$ cat config.mk
export PLATFORM = sky130hd
export DESIGN_NAME = game_ctrl
export DESIGN_NICKNAME = d
export VERILOG_FILES = /design/src/rtl/game_pkg.sv /design/src/rtl/game_ctrl_edge_sync.sv /design/src/rtl/game_ctrl.sv
export SDC_FILE = /design/constraint.sdc
export NUM_CORES = 1
export LEC_CHECK = 0
export ABC_AREA = 1
export BUFFER_PORTS_ARGS = -buffer_cell sky130_fd_sc_hd__buf_4
export CAP_MARGIN = 20
export CORE_UTILIZATION = 40
export CTS_CLUSTER_SIZE = 28
export DETAILED_ROUTE_END_ITERATION = 16
export SKIP_CTS_REPAIR_TIMING = 1
export SYNTH_ARGS = -nofsm -noshare
export SYNTH_HDL_FRONTEND = slang
export SYNTH_SLANG_ARGS = --single-unit
$ cat constraint.sdc
create_clock -name CLK -period 5.7 [get_ports CLK]
set_input_delay 0.57 -clock CLK [delete_from_list [all_inputs] [get_ports CLK]]
set_output_delay 0.57 -clock CLK [all_outputs]
set_load 0.005 [all_outputs]
$ cat src/rtl/game_pkg.sv
// Shared types and constants for the dinosaur runner game controller and renderers.
package game_pkg;

    typedef enum logic [1:0] {
        IDLE = 2'd0,
        RUN  = 2'd1,
        JUMP = 2'd2,
        OVER = 2'd3
    } game_state_t;

    localparam int unsigned GROUND_Y            = 402;
    localparam int unsigned DINO_H              = 88;
    localparam int unsigned JUMP_FRAMES_DEFAULT = 30;

    localparam int unsigned T_W      = 5;
    localparam int unsigned HEIGHT_W = 7;
    localparam int unsigned SCORE_W  = 16;
    localparam int unsigned X_W      = 10;

    // Parabolic arc: (t*frames - t*t) / 2, evaluated at 12 bits then truncated.
    function automatic logic [HEIGHT_W-1:0] jump_height(input logic [T_W-1:0] t,
                                                        input int unsigned frames);
        logic [11:0] t12;
        logic [11:0] arc;
        t12 = 12'(t);
        arc = (t12 * 12'(frames)) - (t12 * t12);
        return HEIGHT_W'(arc >> 1);
    endfunction

endpackage

$ cat src/rtl/game_ctrl_edge_sync.sv
// Two-flop synchroniser with a registered single-cycle edge pulse (rising or falling).
module edge_sync #(
    parameter bit FALLING = 1'b0
) (
    input  logic clk,
    input  logic reset,
    input  logic din,
    output logic pulse
);

    logic [2:0] sync_q;

    // sync_q[1] is the first safe sample; sync_q[2] is its previous value.
    always_ff @(posedge clk) begin
        if (reset) begin
            sync_q <= '0;
            pulse  <= 1'b0;
        end else begin
            sync_q <= {sync_q[1:0], din};
            pulse  <= FALLING ? (sync_q[2] & ~sync_q[1]) : (~sync_q[2] & sync_q[1]);
        end
    end

endmodule

$ cat src/rtl/game_ctrl.sv
// Frame-level game controller: jump sequencing, game FSM, collision and score.
// Optional score counter enabled by defining GAME_CTRL_SCORE_EN.
module game_ctrl
    import game_pkg::*;
#(
    parameter int unsigned JUMP_FRAMES = JUMP_FRAMES_DEFAULT,
    parameter int unsigned DINO_X      = 80,
    parameter int unsigned DINO_W      = 82,
    parameter int unsigned OBST_W      = 40,
    parameter int unsigned OBST_H      = 60
) (
    input  logic                CLK,
    input  logic                RESET,
    input  logic                fresh,
    input  logic                button_jump,
    input  logic [X_W-1:0]      obstacle_x,
    input  logic                obstacle_valid,
    output logic                game_status,
    output logic                jumping,
    output logic [HEIGHT_W-1:0] height,
    output logic                game_over,
    output logic [SCORE_W-1:0]  score
);

    logic tick;
    logic press;

    edge_sync #(.FALLING(1'b1)) u_fresh_sync (
        .clk   (CLK),
        .reset (RESET),
        .din   (fresh),
        .pulse (tick)
    );

    edge_sync #(.FALLING(1'b0)) u_button_sync (
        .clk   (CLK),
        .reset (RESET),
        .din   (button_jump),
        .pulse (press)
    );

    game_state_t        state_q;
    game_state_t        state_d;
    logic [T_W-1:0]     t_q;
    logic [T_W-1:0]     t_d;
    logic               height_clr;
    logic               score_inc;
    logic               score_clr;
    logic [X_W:0]       x_ext;
    logic               collide;

    // Overlap test against the registered height from before this tick.
    assign x_ext   = (X_W+1)'(obstacle_x);
    assign collide = tick && obstacle_valid
                  && (x_ext < (X_W+1)'(DINO_X + DINO_W))
                  && ((x_ext + (X_W+1)'(OBST_W)) > (X_W+1)'(DINO_X))
                  && (height < HEIGHT_W'(OBST_H));

    always_comb begin
        state_d    = state_q;
        t_d        = t_q;
        height_clr = 1'b0;
        score_inc  = 1'b0;
        score_clr  = 1'b0;
        case (state_q)
            IDLE: begin
                t_d       = '0;
                score_clr = 1'b1;
                if (press) state_d = RUN;
            end
            RUN: begin
                if (collide) begin
                    state_d = OVER;
                end else begin
                    if (press) begin
                        state_d = JUMP;
                        t_d     = '0;
                    end
                    score_inc = tick;
                end
            end
            JUMP: begin
                // Presses are ignored here: no double jump.
                if (collide) begin
                    state_d = OVER;
                end else if (tick) begin
                    score_inc = 1'b1;
                    if (t_q == T_W'(JUMP_FRAMES - 1)) begin
                        t_d     = '0;
                        state_d = RUN;
                    end else begin
                        t_d = T_W'(t_q + 1'b1);
                    end
                end
            end
            OVER: begin
                if (press) begin
                    state_d    = RUN;
                    t_d        = '0;
                    height_clr = 1'b1;
                    score_clr  = 1'b1;
                end
            end
            default: state_d = IDLE;
        endcase
    end

    always_ff @(posedge CLK) begin
        if (RESET) begin
            state_q     <= IDLE;
            t_q         <= '0;
            height      <= '0;
            game_status <= 1'b0;
            jumping     <= 1'b0;
            game_over   <= 1'b0;
        end else begin
            state_q     <= state_d;
            t_q         <= t_d;
            height      <= height_clr ? '0 : jump_height(t_q, JUMP_FRAMES);
            game_status <= (state_d == RUN) || (state_d == JUMP);
            jumping     <= (state_d == JUMP);
            game_over   <= (state_d == OVER);
        end
    end

`ifdef GAME_CTRL_SCORE_EN
    logic [SCORE_W-1:0] score_q;

    // Saturating frame counter.
    always_ff @(posedge CLK) begin
        if (RESET) begin
            score_q <= '0;
        end else if (score_clr) begin
            score_q <= '0;
        end else if (score_inc && (score_q != '1)) begin
            score_q <= score_q + SCORE_W'(1);
        end
    end

    assign score = score_q;
`else
    logic unused_score;
    assign unused_score = score_inc ^ score_clr;
    assign score        = '0;
`endif

endmodule

==> Word-level counts from Yosys, hierarchy flattened <==
Cells that the tools add are included.
{ "word_totals": {"register_bits": 25, "output_inout_bits": 26, "wordCells": 56} }
{ "op_classes": {"n_addsub": 3, "n_mul": 2, "magnitude_cmp": 3, "eq_ne": 10, "muxes": 15, "bitwise": 4, "n_reduce_logical": 9} }
{ "op_table": {"columns": ["op", "count"], "rows": [
  ["5-bit 2-to-1 mux", 5],
  ["5-bit case mux with 4 select lines", 1],
  ["2-bit 2-to-1 mux", 6],
  ["10-bit by 6-bit adder with 11-bit output (second input constant)", 1],
  ["11-bit by 7-bit > comparator with 1-bit output (second input constant)", 1],
  ["10-bit by 8-bit < comparator with 1-bit output (second input constant)", 1],
  ["2-bit equality test (second input constant)", 4],
  ["5-bit by 5-bit multiplier with 8-bit output", 1],
  ["8-bit subtractor", 1],
  ["7-bit by 6-bit < comparator with 1-bit output (second input constant)", 1],
  ["5-bit by 4-bit multiplier with 7-bit output (second input constant)", 1],
  ["2-bit case mux with 3 select lines", 1],
  ["5-bit by 1-bit adder with 5-bit output (second input constant)", 1],
  ["5-bit equality test (second input constant)", 1],
  ["2-bit by 1-bit equality test with 1-bit output (second input constant)", 2],
  ["1-bit logical AND", 4],
  ["2-bit inequality test (second input constant)", 2],
  ["2-bit OR reduction", 2],
  ["3-bit AND reduction", 1],
  ["1-bit AND", 2],
  ["2-bit logical NOT", 1],
  ["1-bit 2-to-1 mux", 2],
  ["2-bit by 1-bit inequality test with 1-bit output (second input constant)", 1],
  ["1-bit inverter", 2],
  ["1-bit logical OR", 1]
]} }

==> Logic depth before layout (Yosys ltp) <==
Gate-level depths: netlist (run 1).
{ "depth": {"word_depth": 8, "depth_mapped": 20, "ltp_nobuf": 20} }

==> By module <==
A second synthesis (run 1) with hierarchy kept.
{ "hier_totals": {"hier_cells": 330, "hier_area_um2": 2427.3} }
{ "modules_own_cells": {"columns": ["module", "instances", "cells_each", "area_each_um2"], "rows": [
  ["game_ctrl", 1, 306, 2197.1],
  ["edge_sync", 2, 12, 115.1]
]} }

==> Worst setup path before layout (run 1) <==
Ideal clock, no wire load.
{ "synth_path": {"path_type": "flip-flop to flip-flop", "startpoint": "register t_q[2]", "endpoint": "register height[6]", "arrival_time_ps": 4607, "path_slack_ps": 1024, "path_stages_with_launch": 16, "n_path_buf": 0, "cell_sequence": "dfxtp_1 -> fa_1 -> inv_1 -> fa_1 -> fa_1 -> inv_1 -> fa_1 -> fa_1 -> inv_1 -> fa_1 -> inv_1 -> ha_1 -> a21oi_1 -> o221ai_1 -> nand3b_1 -> a21oi_1"} }
{ "synth_via": {"elab_chain_cells": 2, "word_cells_on_any_way": 3, "classes_between": "add/sub (1); mul (2)"} }
{ "synth_rtl": {"columns": ["element", "line", "source"], "rows": [
  ["start: declaration", "game_ctrl.sv:44", "logic [T_W-1:0] t_q;"],
  ["start signal: assignment", "game_ctrl.sv:118", "t_q <= t_d;"],
  ["5-bit by 4-bit multiplier with 7-bit output or 5-bit by 5-bit multiplier with 8-bit output (tied branches)", "game_pkg.sv:26", "arc = (t12 * 12'(frames)) - (t12 * t12);"],
  ["8-bit subtractor *", "game_pkg.sv:26", null],
  ["end signal: assignment", "game_ctrl.sv:119", "height <= height_clr ? '0 : jump_height(t_q, JUMP_FRAMES);"],
  ["end: declaration", "game_ctrl.sv:20", "output logic [HEIGHT_W-1:0] height,"]
]} }
Mark *: on every way between the ends. The rest lies on a longest branch, timed or not.
A chain may end at the register's enable or synchronous reset.

==> Worst setup path in the final report (run 1) <==
{ "layout_path": {"startpoint": "register t_q[1]", "endpoint": "register height[6]"} }
The elaborated chain is that of the path after synthesis.

==> qor.csv, run 1 <==
metric,value,unit
crit_type,reg -> reg,
hp-class,reg -> reg,
dp_hpwl,3530,um
avgSynthCellArea,7.31,um^2
cts_sinks,25,
finalSetupViolations,0,
yosys-top-cells-count,"inv_1, nand2_1, nor2_1, ha_1, dfxtp_1",
crit_slowest_cell,dfxtp_1,
synth_cells,332,
tritoncts,built,
die_x,79.9,um
startpoint,t_q[1]$_SDFFE_PP0P_,
yosysTopAreaCellShare,0.206,
endpoint_kind,flip-flop,
nets,423,
overflow,0,
design.die.area,6390,um^2
io_pins,41,
drt-pass1-iter-count,4,
cp_cell_sequence,fa_1 -> inv_1 -> fa_1 -> fa_1 -> inv_1 -> fa_1 -> fa_1 -> inv_1 -> fa_1 -> inv_1 -> ha_1 -> a21oi_1 -> o221ai_1 -> nand3b_1 -> a21oi_1,
synth_cell_types,28,
hp-start,u_button_sync.sync_q[2]$_SDFF_PP0_,
drt_iter0_drc,49,
slowest_delay,0.56,ns
p_per_area,565,nW/um^2
crit_top_cell,fa_1,
wl,4170,um
drive_gt1_frac,0.133,
critPathLaunchType,flip-flop,
drt-wirelength-per-cell,9.59,um
irDropWorstVdd,329,uV
insertion_delay,0.27,ns
synthArstFlopShare,0,
core,5890,um^2
hold_violations,0,
die_h,79.9,um
fin_crit,4.73,ns
h-tree-depth,1,
cts_max_path_buffers,2,
timing.final.crit_share,0.830,
cts_root_buf,clkbuf_8,
areaGrowthSynthToFinish,11.0,%
grt_pass1_wl,7290,um
path_clk_slew,0.09,ns
drcViolationCount,0,
total_power,1.52,mW
synth_edf_count,0,
rows,28,
vias_per_cell,4.37,
crit_family,adder cells,
crit_fanout,9,
yosys.area.top_type,dfxtp_1,
place_congestion,0.788,
clock.fmax,211,MHz
grt.total_usage,0.140,
synth_area_leaders,"dfxtp_1, ha_1, fa_1",
synth_area,2430,um^2
ys.flop_type,dfxtp_1,
numPortBuffers,24,
r2r-start,t_q[1]$_SDFFE_PP0P_,
cts_buffers,3,
p_leak,1.50,nW
start_util,0.413,
skew,0.00298,ns
slew_viol_final,0,
timing.critical_path.buf_inv,4,
cp.arrival,4.93,ns
required,5.90,ns
final.setup.tns,0,ns
rsz0062_at_grt,no,
ant_nets,0,
yosys_warnings,0,
status,"complete, no violations",
grt_max_degree,16,
grt_pass1_vias,1775,
ys_seq_area_frac,0.206,
antenna_cells,0,
synth_seq_cells,25,
antenna_found_initial,0,
drv_cap,0,
yosysMostFrequentCell,inv_1,
dr_total_vias,1901,
layer usage:
layer  track usage  routed length [um]
met4        0.0357                  40
met5             0                   0
met2         0.252                1970
met1         0.176                1980
met3        0.0171                 180
area by class of cell:
type	instances	area (um^2)
Fill cell	586	3190
Multi-Input combinational cell	230	1580
Sequential cell	25	500
Inverter	76	285
Timing Repair Buffer	25	188
Tap cell	75	93.8
Clock buffer	3	41.3
Clock inverter	1	7.51
cell families (layout without fill, tap and decap cells):
group                    count (synthesis)  after routing  share of synthesized area
AND/OR/NAND/NOR                        124            124                      0.223
buffers and inverters                   93            105                      0.168
adder cells (fa/ha/maj)                 47             47                      0.289
AO/OA/AOI/OAI                           30             30                     0.0716
flip-flops                              25             25                      0.206
XOR/XNOR                                11             11                     0.0397
other                                    2             18                    0.00309
registers in the layout (all words and copies together) (netlist names):
signal and cells:
height 7, t_q 5, u_button_sync.sync_q 3, u_fresh_sync.sync_q 3
state_q 2, game_over 1, game_status 1, jumping 1
u_button_sync.pulse 1, u_fresh_sync.pulse 1
where the power goes:
group / internal [mW] / switching, mW
logic: 0.485 / 0.660
clock network: 0.0495 / 0.0575
registers: 0.222 / 0.0489
total: 0.757 / 0.767
worst paths after layout:
kind                               endpoint  slack (ns)  cells past startpoint
min reg2reg  u_button_sync.pulse$_SDFF_PP0_        0.39                      1
min          u_button_sync.pulse$_SDFF_PP0_        0.39                      1
max reg2reg            height[6]$_SDFF_PP0_        0.97                     15
max                    height[6]$_SDFF_PP0_        0.97                     15
per-stage QoR:
stage | util | instances | hold WS, ns | worst slack, ns | instance area [um^2]
after floorplan | - | 348 | 0.373 | 1.02 | 2490
final | 0.458 | 435 | 0.390 | 0.970 | 2700
after CTS | 0.458 | 435 | 0.394 | 0.958 | 2700
after global placement | 0.450 | 431 | 0.377 | 1.10 | 2650
after detailed placement | 0.450 | 431 | 0.380 | 0.990 | 2650
after global routing | 0.458 | 435 | 0.403 | 0.721 | 2700
cells in the final DEF, fill, tap and decap left out, types with 4 or more instances in the layout:
cell,netlist,final
inv_1,72,72
nand2_1,56,56
nor2_1,33,33
ha_1,32,32
dfxtp_1,25,25
buf_4,16,25
conb_1,2,18
a21oi_1,15,15
nand3_1,15,15
fa_1,15,15
xor2_1,8,8
o21ai_0,8,8
nand2_2,5,5
inv_2,4,4
(Power assumes the default switching activity.)
==> run 2, diff against run 1 <==
--- a/config.mk
+++ b/config.mk
@@ -5,7 +5,7 @@
 export SDC_FILE = /design/constraint.sdc
 export NUM_CORES = 1
 export LEC_CHECK = 0
-export ABC_AREA = 1
+export ABC_AREA = 0
 export BUFFER_PORTS_ARGS = -buffer_cell sky130_fd_sc_hd__buf_4
 export CAP_MARGIN = 20
 export CORE_UTILIZATION = 40
==> constraint.sdc (replaced) <==
create_clock -name CLK -period 3.86 [get_ports CLK]
set_input_delay 0.386 -clock CLK [delete_from_list [all_inputs] [get_ports CLK]]
set_output_delay 0.386 -clock CLK [all_outputs]
set_load 0.005 [all_outputs]
==> run 2 against run 1 <==
Synthesized cell count shrank 25%. Via count shrank 11%. Total power shrank 69%. Critical path depth grew 1. Utilization grew 5.4 points. Global-route usage grew 0.73 points. Clock power grew 49%. Maximum frequency grew 4.1%. Wire length shrank 1.8%. Flip-flop and latch count is the same. Sequential power shrank 2%. The flow now finishes with violations (setup timing).
==> qor.csv, run 2 <==
metric,value,unit
drt-wirelength-per-cell,11.3,um
irDropWorstVdd,110,uV
grt.total_usage,0.148,
p_leak,1.41,nW
crit_top_cell,fa_1,
drt-pass1-iter-count,4,
fin_crit,4.54,ns
slew_viol_final,0,
failed_checks,setup timing,
h-tree-depth,1,
die_x,77.1,um
layout_setup_ws,-0.685,ns
rows,26,
multi_input_area,1570,um^2
cts_sinks,25,
hold_violations,0,
n_fill_cell,505,
core,5270,um^2
cts_buffers,3,
dp_hpwl,3330,um
synth_mux_area_frac,0.00942,
largest_register,height,
ant_nets,0,
synth_cells,248,
seq_power_share,0.556,
hp-class,in -> reg,
p_per_area,177,nW/um^2
synth-xor-area-share,0.0721,
largest_register_ffs,7,
cts_max_path_buffers,2,
final.setup.tns,-2.19,ns
antenna_found_initial,0,
synth_compound_area_frac,0.127,
reg.largest.list,"height x7, t_q x5",
yosys.area.top_type,dfxtp_1,
ys.flop_type,dfxtp_1,
wl,4100,um
nets,356,
drive_gt1_frac,0.225,
dr_total_vias,1697,
drcViolationCount,0,
insertion_delay,0.27,ns
areaGrowthSynthToFinish,19.6,%
vias_per_cell,4.67,
yosysTopAreaCellShare,0.222,
critPathLaunchType,flip-flop,
hp-start,button_jump,
overflow,0,
synth_area_leaders,"dfxtp_1, ha_1, fa_1",
startpoint,t_q[2]$_SDFFE_PP0P_,
seqCellArea,509,um^2
cp.arrival,4.71,ns
synth_edf_count,0,
crit_fanout,3,
crit_slowest_cell,fa_1,
hold_depth,2,
avgSynthCellArea,9.10,um^2
final_common_cell,buf_4,
synth_cell_types,42,
io_pins,41,
grt_pass1_wl,7090,um
drv_cap,0,
finalSetupViolations,4,
r2r-start,t_q[2]$_SDFFE_PP0P_,
clock.fmax,220,MHz
yosys.area_share.simple,0.129,
final_cell_mix,"buf_4, inv_1, ha_1, dfxtp_1, conb_1",
cp_cell_sequence,fa_1 -> inv_1 -> fa_1 -> fa_1 -> inv_1 -> fa_1 -> fa_1 -> inv_2 -> fa_1 -> inv_2 -> ha_4 -> a21o_1 -> a31o_4 -> a21oi_2 -> xor2_1 -> nor2_1,
yosys_warnings,0,
rrSetupSlack,-0.68,ns
die_h,77.1,um
path_clk_slew,0.09,ns
sw_frac_of_total,0.240,
ys_seq_area_frac,0.222,
p_sw,115,uW
grt_pass1_vias,1642,
rsz0062_at_grt,yes,
p_int,363,uW
tritoncts,built,
combPwrFrac,0.112,
timing.final.crit_share,1.18,
holdPathEnd,u_button_sync.sync_q[0]$_SDFF_PP0_,
synth_seq_cells,25,
place_congestion,0.759,
place_ws,-0.673,ns
clkPwrFrac,0.332,
synth_top_family_by_area,adder cells,
worstReg2RegEnd,height[6]$_SDFF_PP0_,
yosys-top-cells-count,"inv_1, ha_1, dfxtp_1, buf_4, nor2_1",
synth_fa_ha_area_frac,0.310,
slowest_delay,0.56,ns
yosysMostFrequentCell,inv_1,
skew,0.00368,ns
antenna_cells,0,
crit_type,reg -> reg,
endpoint_kind,flip-flop,
start_util,0.428,
design.die.area,5950,um^2
numPortBuffers,24,
required,4.02,ns
synthArstFlopShare,0,
reg2regPathDepth,16,
drt_iter0_drc,57,
cts_root_buf,clkbuf_8,
grt_max_degree,20,
status,"finished, violations left",
synth_area,2260,um^2
-- run 2: how the worst max path moves through the flow --
stage,end,slack (ns)
2_1_floorplan,height[6]$_SDFF_PP0_,-0.61
5_1_grt,height[6]$_SDFF_PP0_,-0.85
4_1_cts,height[6]$_SDFF_PP0_,-0.71
6_report,height[6]$_SDFF_PP0_,-0.68
3_3_place_gp,height[6]$_SDFF_PP0_,-0.62
3_5_place_dp,height[6]$_SDFF_PP0_,-0.67
-- run 2: power by group through the flow --
| stage | clock network [mW] | registers (mW) | logic (mW) |
|---|---|---|---|
| 2_1_floorplan | 0 | 0.271 | 0.0398 |
| 3_3_place_gp | 0 | 0.272 | 0.0513 |
| 3_5_place_dp | 0 | 0.272 | 0.0519 |
| 4_1_cts | 0.168 | 0.266 | 0.0521 |
| 5_1_grt | 0.176 | 0.266 | 0.0595 |
| 6_report | 0.159 | 0.266 | 0.0537 |
-- run 2: through the flow --
stage	std cells	hold slack (ns)	total power, mW	cell area, um^2	util
2_1_floorplan	264	0.367	0.311	2340	-
3_3_place_gp	358	0.371	0.323	2620	0.496
3_5_place_dp	358	0.377	0.324	2620	0.496
4_1_cts	362	0.316	0.486	2670	0.506
5_1_grt	363	0.330	0.502	2700	0.512
6_report	363	0.323	0.478	2700	0.512
-- run 2: metal layers --
layer,wire length (um),global-route usage,vias to the layer above
met5,0,0,-
met4,14,0.0226,0
met3,133,0.0286,2
met2,1980,0.264,37
met1,1970,0.185,798
li1,-,-,860
-- run 2: cells by family after synthesis --
kind of cell             after synthesis
multiplexers                           2
buffers and inverters                 60
other                                  2
XOR/XNOR                              17
AO/OA/AOI/OAI                         38
flip-flops                            25
AND/OR/NAND/NOR                       57
adder cells (fa/ha/maj)               47
-- run 2: critical path, delay by kind of cell (launching register included) --
family / cells / cell delay, ns
AO/OA/AOI/OAI: 3 / 0.53
XOR/XNOR: 1 / 0.15
adder cells (fa/ha/maj): 7 / 3.16
buffers and inverters: 4 / 0.20
flip-flops: 1 / 0.37
AND/OR/NAND/NOR: 1 / 0.05
-- run 2: area by class of cell --
class / instances / share of cell area
multi-input combinational: 179 / 0.582
sequential: 25 / 0.189
timing repair buffer: 43 / 0.121
inverter: 42 / 0.0584
tap: 70 / 0.0324
clock buffer: 3 / 0.0153
clock inverter: 1 / 0.00278
==> run 3, diff against run 2 <==
--- a/config.mk
+++ b/config.mk
@@ -11,6 +11,7 @@
 export CORE_UTILIZATION = 40
 export CTS_CLUSTER_SIZE = 28
 export DETAILED_ROUTE_END_ITERATION = 16
+export PLACE_DENSITY = 0.65
 export SKIP_CTS_REPAIR_TIMING = 1
 export SYNTH_ARGS = -nofsm -noshare
 export SYNTH_HDL_FRONTEND = slang
==> run 3 against run 2 <==
The run still ends with setup timing left. Sequential power about the same. Sequential share of layout area is 0.18 points lower. Critical endpoint unchanged. Highest routed layer unchanged. Non-clock buffer count up 2. Die area is the same. Utilization rose by 0.50 points.
==> qor.csv, run 3 (synthesized netlist as in run 2, its figures left out) <==
metric,value,unit
clock.fmax,220,MHz
largest_register,height,
drt-pass1-iter-count,4,
p_per_area,174,nW/um^2
rows,26,
dr_total_vias,1688,
irDropWorstVdd,110,uV
crit_fanout,2,
antenna_cells,0,
numPortBuffers,24,
ant_nets,0,
drive_gt1_frac,0.237,
slew_viol_final,0,
rsz0062_at_grt,yes,
vias_per_cell,4.62,
total_power,475,uW
final_common_cell,buf_4,
overflow,0,
required,4.02,ns
wl,3990,um
io_pins,41,
reg.largest.list,"height x7, t_q x5",
hold_violations,0,
drt-wirelength-per-cell,10.9,um
die_h,77.1,um
areaGrowthSynthToFinish,20.8,%
p_leak,1.42,nW
final_cell_mix,"buf_4, inv_1, ha_1, dfxtp_1, conb_1",
skew,0.00442,ns
endpoint_kind,flip-flop,
drcViolationCount,0,
h-tree-depth,1,
dp_hpwl,3330,um
grt_pass1_vias,1576,
insertion_delay,0.27,ns
failed_checks,setup timing,
fin_crit,4.55,ns
hp-class,in -> reg,
nets,358,
cts_sinks,25,
cts_buffers,3,
status,"finished, violations left",
grt_pass1_wl,6850,um
tritoncts,built,
place_congestion,0.782,
drv_cap,0,
grt_max_degree,20,
die_x,77.1,um
place_ws,-0.686,ns
cts_root_buf,clkbuf_8,
drt_iter0_drc,47,
core,5270,um^2
layout_setup_ws,-0.690,ns
cts_max_path_buffers,2,
critPathLaunchType,flip-flop,
timing.final.crit_share,1.18,
crit_type,reg -> reg,
design.die.area,5950,um^2
path_clk_slew,0.09,ns
cp.arrival,4.71,ns
finalSetupViolations,4,
largest_register_ffs,7,
antenna_found_initial,0,
grt.total_usage,0.142,
start_util,0.428,
run 3: final cells by class:
type | count | area (um^2)
well taps | 70 | 87.6
clock inverters | 1 | 7.51
inverters | 42 | 158
repair buffers | 45 | 349
fillers | 524 | 2540
flip-flops and latches | 25 | 509
clock buffers | 3 | 41.3
multi-input cells | 179 | 1570
run 3: critical path, cell delays in order, from the launching register on:
cell     delay (ns)
dfxtp_4        0.35
fa_1           0.55
inv_1          0.06
fa_1           0.47
fa_1           0.51
inv_2          0.04
fa_1           0.45
fa_1           0.50
inv_2          0.04
fa_1           0.55
inv_2          0.05
ha_4           0.15
a21o_1         0.18
a31o_4         0.21
a21oi_2        0.14
xor2_1         0.15
nor2_1         0.05
run 3: final timing paths:
kind / start / to / slack (ns) / depth (start not counted)
setup reg to reg: t_q[0]$_SDFFE_PP0P_ / height[6]$_SDFF_PP0_ / -0.69 / 16
setup / recovery: t_q[0]$_SDFFE_PP0P_ / height[6]$_SDFF_PP0_ / -0.69 / 16
hold / removal: button_jump / u_button_sync.sync_q[0]$_SDFF_PP0_ / 0.32 / 2
hold reg to reg: u_button_sync.sync_q[2]$_SDFF_PP0_ / u_button_sync.pulse$_SDFF_PP0_ / 0.39 / 1
run 3: stage by stage:
stage | instance area, um^2 | setup TNS (ns) | util | std cells | hold WS [ns]
CTS | 2670 | -2.32 | 0.506 | 362 | 0.318
floorplan | 2340 | -1.58 | - | 264 | 0.367
global route | 2730 | -2.85 | 0.517 | 365 | 0.322
detailed placement | 2620 | -2.23 | 0.496 | 358 | 0.383
finish | 2730 | -2.26 | 0.517 | 365 | 0.318
global placement | 2620 | -2.01 | 0.496 | 358 | 0.373
run 3: metal layers:
metal,global-route usage,up-vias,wire (um)
met4,0.0170,0,16
met1,0.186,780,1890
met3,0.0214,2,149
met2,0.250,38,1930
met5,0,-,0
li1,-,868,-
run 3: power by group:
| part | switching [mW] | internal, mW |
|---|---|---|
| combinational | 0.0263 | 0.0279 |
| sequential | 0.00286 | 0.263 |
| clock | 0.0818 | 0.0731 |
